==> src/rtl/softmax_argmax_seq.sv <==
// -----------------------------------------------------------------------------
// softmax_argmax_seq
//   Classifier output stage. Accepts one packed vector of SIZE IEEE-754 single
//   precision probabilities and scans it one element per clock. It returns the
//   index and value of the largest element.
//   The float ordering is pure bit logic with no FP unit:
//     - NaN never wins.
//     - +0 equals -0.
//     - Ties keep the lowest index.
//
// Optional feature: define SOFTMAX_ARGMAX_THRESHOLD_EN to add the threshold
// input and the low_conf output. low_conf flags a winner that is NaN or not
// above threshold.
//
// Ports
//   clk        in   1         rising-edge clock
//   rst_n      in   1         asynchronous active-low reset
//   in_valid   in   1         'in' carries a vector
//   in_ready   out  1         block can accept a vector (IDLE only)
//   in         in   32*SIZE   packed floats, element i at in[32*i +: 32]
//   threshold  in   32        (THRESHOLD_EN) confidence threshold, sampled on accept
//   low_conf   out  1         (THRESHOLD_EN) winner is NaN or not above threshold
//   out_valid  out  1         class_idx/max_value valid
//   out_ready  in   1         downstream consumes the result
//   class_idx  out  IDX_W     index of the maximum element
//   max_value  out  32        value of the maximum element
// -----------------------------------------------------------------------------
module softmax_argmax_seq #(
  parameter  int unsigned SIZE  = 4,
  localparam int unsigned IDX_W = $clog2(SIZE)
) (
  input  logic               clk,
  input  logic               rst_n,
  input  logic               in_valid,
  output logic               in_ready,
  input  logic [32*SIZE-1:0] in,
`ifdef SOFTMAX_ARGMAX_THRESHOLD_EN
  input  logic [31:0]        threshold,
  output logic               low_conf,
`endif
  output logic               out_valid,
  input  logic               out_ready,
  output logic [IDX_W-1:0]   class_idx,
  output logic [31:0]        max_value
);

  localparam int unsigned VEC_W = 32 * SIZE;

  typedef enum logic [1:0] {
    S_IDLE = 2'd0,
    S_SCAN = 2'd1,
    S_DONE = 2'd2
  } state_t;

  // NaN: all-ones exponent with a non-zero mantissa.
  function automatic logic f_is_nan(input logic [31:0] f);
    return (f[30:23] == 8'hFF) && (f[22:0] != 23'd0);
  endfunction

  // Returns a > b. A non-NaN always beats a NaN, so a NaN seed gets replaced.
  function automatic logic f_gt(input logic [31:0] a, input logic [31:0] b);
    logic a_zero;
    logic b_zero;
    a_zero = (a[30:0] == 31'd0);
    b_zero = (b[30:0] == 31'd0);
    if (f_is_nan(a))      return 1'b0;
    if (f_is_nan(b))      return 1'b1;
    if (a_zero && b_zero) return 1'b0;
    if (a[31] != b[31])   return ~a[31];
    if (!a[31])           return a[30:0] > b[30:0];
    return a[30:0] < b[30:0];
  endfunction

  state_t             r_state,      nxt_state;
  logic [VEC_W-1:0]   r_vec,        nxt_vec;
  logic [31:0]        r_best,       nxt_best;
  logic [IDX_W-1:0]   r_best_idx,   nxt_best_idx;
  logic [IDX_W-1:0]   r_i,          nxt_i;
  logic               r_in_ready,   nxt_in_ready;
  logic               r_out_valid,  nxt_out_valid;
  logic [IDX_W-1:0]   r_class_idx,  nxt_class_idx;
  logic [31:0]        r_max_value,  nxt_max_value;
`ifdef SOFTMAX_ARGMAX_THRESHOLD_EN
  logic [31:0]        r_thr,        nxt_thr;
  logic               r_low_conf,   nxt_low_conf;
  logic               w_low;
`endif

  logic [31:0]        w_elem;
  logic               w_upd;
  logic               w_last;
  logic [31:0]        w_fin_max;
  logic [IDX_W-1:0]   w_fin_idx;

  // Element selected by the scan counter.
  always_comb begin
    w_elem = 32'd0;
    for (int k = 0; k < SIZE; k++) begin
      if (r_i == IDX_W'(k)) w_elem = r_vec[32*k +: 32];
    end
  end

  // The result includes the final compare, so it is ready on the last SCAN edge.
  assign w_upd     = f_gt(w_elem, r_best);
  assign w_last    = (r_i == IDX_W'(SIZE - 1));
  assign w_fin_max = w_upd ? w_elem : r_best;
  assign w_fin_idx = w_upd ? r_i    : r_best_idx;
`ifdef SOFTMAX_ARGMAX_THRESHOLD_EN
  assign w_low     = f_is_nan(w_fin_max) || !f_gt(w_fin_max, r_thr);
`endif

  // Next-state and next-output logic.
  always_comb begin
    nxt_state     = r_state;
    nxt_vec       = r_vec;
    nxt_best      = r_best;
    nxt_best_idx  = r_best_idx;
    nxt_i         = r_i;
    nxt_in_ready  = r_in_ready;
    nxt_out_valid = r_out_valid;
    nxt_class_idx = r_class_idx;
    nxt_max_value = r_max_value;
`ifdef SOFTMAX_ARGMAX_THRESHOLD_EN
    nxt_thr       = r_thr;
    nxt_low_conf  = r_low_conf;
`endif

    case (r_state)
      S_IDLE: begin
        if (in_valid && r_in_ready) begin
          nxt_vec      = in;
          nxt_best     = in[31:0];
          nxt_best_idx = '0;
          nxt_i        = IDX_W'(1);
          nxt_in_ready = 1'b0;
`ifdef SOFTMAX_ARGMAX_THRESHOLD_EN
          nxt_thr      = threshold;
`endif
          nxt_state    = S_SCAN;
        end
      end

      S_SCAN: begin
        nxt_best     = w_fin_max;
        nxt_best_idx = w_fin_idx;
        nxt_i        = r_i + IDX_W'(1);
        if (w_last) begin
          nxt_i         = '0;
          nxt_out_valid = 1'b1;
          nxt_class_idx = w_fin_idx;
          nxt_max_value = w_fin_max;
`ifdef SOFTMAX_ARGMAX_THRESHOLD_EN
          nxt_low_conf  = w_low;
`endif
          nxt_state     = S_DONE;
        end
      end

      S_DONE: begin
        if (out_ready) begin
          nxt_out_valid = 1'b0;
          nxt_in_ready  = 1'b1;
`ifdef SOFTMAX_ARGMAX_THRESHOLD_EN
          nxt_low_conf  = 1'b0;
`endif
          nxt_state     = S_IDLE;
        end
      end

      default: begin
        nxt_out_valid = 1'b0;
        nxt_in_ready  = 1'b1;
        nxt_state     = S_IDLE;
      end
    endcase
  end

  // State and datapath registers.
  always_ff @(posedge clk or negedge rst_n) begin
    if (!rst_n) begin
      r_state     <= S_IDLE;
      r_vec       <= '0;
      r_best      <= 32'd0;
      r_best_idx  <= '0;
      r_i         <= '0;
      r_in_ready  <= 1'b1;
      r_out_valid <= 1'b0;
      r_class_idx <= '0;
      r_max_value <= 32'd0;
`ifdef SOFTMAX_ARGMAX_THRESHOLD_EN
      r_thr       <= 32'd0;
      r_low_conf  <= 1'b0;
`endif
    end else begin
      r_state     <= nxt_state;
      r_vec       <= nxt_vec;
      r_best      <= nxt_best;
      r_best_idx  <= nxt_best_idx;
      r_i         <= nxt_i;
      r_in_ready  <= nxt_in_ready;
      r_out_valid <= nxt_out_valid;
      r_class_idx <= nxt_class_idx;
      r_max_value <= nxt_max_value;
`ifdef SOFTMAX_ARGMAX_THRESHOLD_EN
      r_thr       <= nxt_thr;
      r_low_conf  <= nxt_low_conf;
`endif
    end
  end

  assign in_ready  = r_in_ready;
  assign out_valid = r_out_valid;
  assign class_idx = r_class_idx;
  assign max_value = r_max_value;
`ifdef SOFTMAX_ARGMAX_THRESHOLD_EN
  assign low_conf  = r_low_conf;
`endif

endmodule
==> config.mk <==
export PLATFORM = sky130hd
export DESIGN_NAME = softmax_argmax_seq
export DESIGN_NICKNAME = d
export VERILOG_FILES = /design/src/rtl/softmax_argmax_seq.sv
export SDC_FILE = /design/constraint.sdc
export NUM_CORES = 1
export LEC_CHECK = 0
export ABC_AREA = 0
export CAP_MARGIN = 40
export CORE_MARGIN = 3
export CORE_UTILIZATION = 49
export CTS_CLUSTER_SIZE = 24
export DETAILED_ROUTE_END_ITERATION = 7
export PLACE_DENSITY = 0.85
export REMOVE_ABC_BUFFERS = 1
export SETUP_SLACK_MARGIN = 0.2
export SLEW_MARGIN = 20
export SYNTH_ARGS = -nofsm -noshare
export SYNTH_HDL_FRONTEND = slang
export SYNTH_SLANG_ARGS = --single-unit
==> constraint.sdc <==
create_clock -name clk -period 3.95 [get_ports clk]
set_input_delay 0.5925 -clock clk [delete_from_list [all_inputs] [get_ports clk]]
set_output_delay 0.5925 -clock clk [all_outputs]
set_load 0.1 [all_outputs]
==> run_results.csv <==
group,metric,value,unit
global_route,grt-ovfl-total,0,
power,switching_share,45.9,%
final_layout,final_cell_mix,"nand2_1, dfrtp_1, clkdlybuf4s50_1",
power,power,16800,uW
final_layout,drive_gt1_share,23.8,%
floorplanning,ios,168,
cts,cts-buffers-inserted,22,
worst_setup_path,cp_num_buf_inv,5,
synthesis,synth_edf_count,0,
floorplanning,fp.dieW,152,um
hold_path,hp-class,"reg2reg",
outcome,violations,"setup timing",
placed_design,hpwl,26.0,mm
sta,relSlewSlack,50.8,%
synthesis,synth_cells,1186,
power,clkPwrFrac,12.9,%
sta,fin_skew,0.0186,ns
floorplanning,core,0.0206,sq mm
sta,hold_viol_final,0,
sta,max_freq,246,MHz
worst_setup_path,cpLargestDelayFamily,"compound AO/OA/AOI/OAI gates",
sta,tns,-4.24,ns
synthesis,yosysUniqueCellTypes,62,
power,p_per_area,1070,mW/mm^2
cts,ctsLongestPathBuffers,3,
detailed_routing,wl_per_cell,21.6,um
detailed_routing,ant_nets,0,
power,irDropWorstVdd,0.000735,V
global_route,grt_max_degree,93,
power,power_frac_seq,23.9,%
detailed_routing,vias,10865,
worst_setup_path,cp-endpoint,"r_best[11]",
synthesis,ys_warn_count,0,
flow_run,cap_violations,0,
cts,cts.sinks,202,
worst_setup_path,criticalPathCategory,"reg2reg",
worst_setup_path,r2r_cells,18,
placed_design,portBuffers,167,
sta,finalWorstSetupSlack,-0.110,ns
worst_setup_path,crit_top_cell,"buf_4",
final_layout,finalNetCount,1653,
detailed_routing,drc,0,
placed_design,dp_cells,1702,
cts,clk_latency,0.52,ns
synthesis,ys_ff_latch,202,
detailed_routing,drt_iter0_drc,1168,
power,p_int,9100,uW
worst_setup_path,r2r_slack,-0.11,ns
worst_setup_path,reg2reg_to,"r_best[11]",
placed_design,preCtsSetupSlack,-0.250,ns
final_layout,final_common_cell,"nand2_1",
floorplanning,die_y,152,um
cts,clockRootBuffer,"clkbuf_16",
worst_setup_path,slowest_delay,0.46,ns
worst_setup_path,path_cells,"buf_4 > ha_4 > nand2b_1 > buf_12 > o22ai_1 > nor2_2 > ha_1 > nand2_2 > o21ai_1 > a221oi_2 > a21oi_2 > a211oi_2 > buf_4 > mux2i_2 > buf_4 > a31oi_4 > clkbuf_16 > a221o_1",
power,p_switching,7730,uW
power,combPwrFrac,63.2,%
placed_design,place.gp.congestion,0.985,
synthesis,syn_area,0.0105,sq mm
final_layout,antenna_cells,0,
worst_setup_path,cp_slowest_cell,"dfrtp_2",
detailed_routing,routed_wl,38.3,mm
sta,period_share,103,%
outcome,outcome,"finished, violations left",
worst_setup_path,crit_start,"r_i[0]",
synthesis,ys.flop_type,"dfrtp_1",
global_route,grt_pass1_vias,10967,
sta,tightest_slew,0.737,ns
final_layout,fillers,1291,
final_layout,stdcell_count,1772,
global_route,grt_use_total,30.9,%
detailed_routing,avgViaCountPerCell,6.13,
global_route,antenna_found_initial,0,
worst_setup_path,path_max_fanout,20,
synthesis,yosysSeqAreaShare,48.3,%
power,leakage,0.00734,uW
synthesis,syn-mean-instance-area,8.82,sq um
cts,htreeDepth,1,
floorplanning,num_rows,52,
floorplanning,initial_utilization,50.7,%
synthesis,async_flop_share,100,%
global_route,grt_pass1_wl,58.2,mm
worst_setup_path,path_depth,18,
sta,drv_slew,0,
worst_setup_path,arrival,4.46,ns
placed_design,placed_cell_area,0.0137,sq mm
worst_setup_path,critPathCaptureType,"flop",
sta,setup_viol,50,
worst_setup_path,worstSetupStartpointType,"flop",
cts,path_clk_slew,0.06,ns
final_layout,area_delta_synth_final,50.8,%
sta,period_minus_slack,4.06,ns
sta,rsz0062_at_grt,"true",
worst_setup_path,critPathRequiredTime,4.35,ns
floorplanning,fp.dieArea,0.0231,sq mm
final_layout,final_area,0.0158,sq mm
cts,cts_tree,"built",
detailed_routing,first_pass_iters,6,
worst_setup_path,rr_startpoint,"r_i[0]",
-- per-stage QoR --
stage	hold WS, ns	util, %
final	0.478	76.5
after floorplan	0.297	-
after detailed placement	0.465	66.4
after global routing	0.488	76.5
after global placement	0.454	63.6
after CTS	0.479	72.7
-- routing by layer --
metal  GRT usage (%)  up-vias  routed length (um)
met3            6.06      177                3440
met5               0        -                   0
met1            39.3     5239               14300
li1                -     4722                   -
met2            51.2      727               18500
met4            14.0        0                2030
-- worst min-delay path by stage --
stage | start | endpoint | slack [ns] | cells past startpoint
3_5_place_dp | rst_n | r_vec[61] | 0.47 | 1
2_1_floorplan | rst_n | class_idx[0] | 0.30 | 0
5_1_grt | r_vec[17] | r_vec[17] | 0.49 | 1
3_3_place_gp | r_vec[17] | r_vec[17] | 0.45 | 1
4_1_cts | r_vec[30] | r_vec[30] | 0.48 | 2
6_report | r_vec[13] | r_vec[13] | 0.48 | 1
-- synthesized netlist by cell type, types with 14 or more instances --
cell type	n	area, sq um
a21o_1	32	240
nor4_1	19	119
a21oi_1	58	290
a221o_1	36	360
clkbuf_1	50	188
o221ai_1	21	184
o22ai_1	14	87.6
nor2_1	42	158
ha_1	35	438
nand2_1	358	1340
o21ai_0	35	175
and2_1	30	188
inv_1	68	255
dfrtp_1	201	5030
-- cells by family (layout without fill, tap and decap cells) --
group / Yosys count / in the layout / synth area share, %
simple gates: 534 / 534 / 22.9
compound gates: 269 / 269 / 18.4
buf+inv: 141 / 457 / 5.68
mux: 5 / 5 / 0.502
flops: 202 / 202 / 48.3
fa+ha+maj: 35 / 35 / 4.19
-- layout make-up --
cell class	instances	area, sq um	area share (%)
clock buffer	32	659	4.18
sequential	202	5060	32.1
inverter	68	262	1.66
multi-input combinational	843	5700	36.1
timing repair buffer	349	3660	23.2
clock inverter	8	97.6	0.619
tap	270	338	2.14
-- flip-flops by register name (all words and copies together), names as in the netlist --
signal / cells
r_state: 2
r_vec: 128
r_i: 2
out_valid: 1
max_value: 32
r_best_idx: 2
class_idx: 2
in_ready: 1
r_best: 32
-- power by group through the flow --
stage | combinational, uW | clock, uW | sequential [uW]
5_1_grt | 11300 | 2250 | 4080
6_report | 10600 | 2160 | 4020
3_3_place_gp | 7530 | 0 | 3890
4_1_cts | 9100 | 2170 | 3920
2_1_floorplan | 3490 | 0 | 4690
3_5_place_dp | 8270 | 0 | 3910
-- what timing repair did --
action | 4_1_cts | 5_1_grt
hold buffers | 1 | 0
gates resized for setup | 91 | 111
buffers inserted | 10 | 16
gates cloned | 1 | 2
hold endpoints to repair | 16 | 0
setup endpoints to repair | 68 | 68
pin swaps | 25 | 28
(Power assumes the default switching activity.)
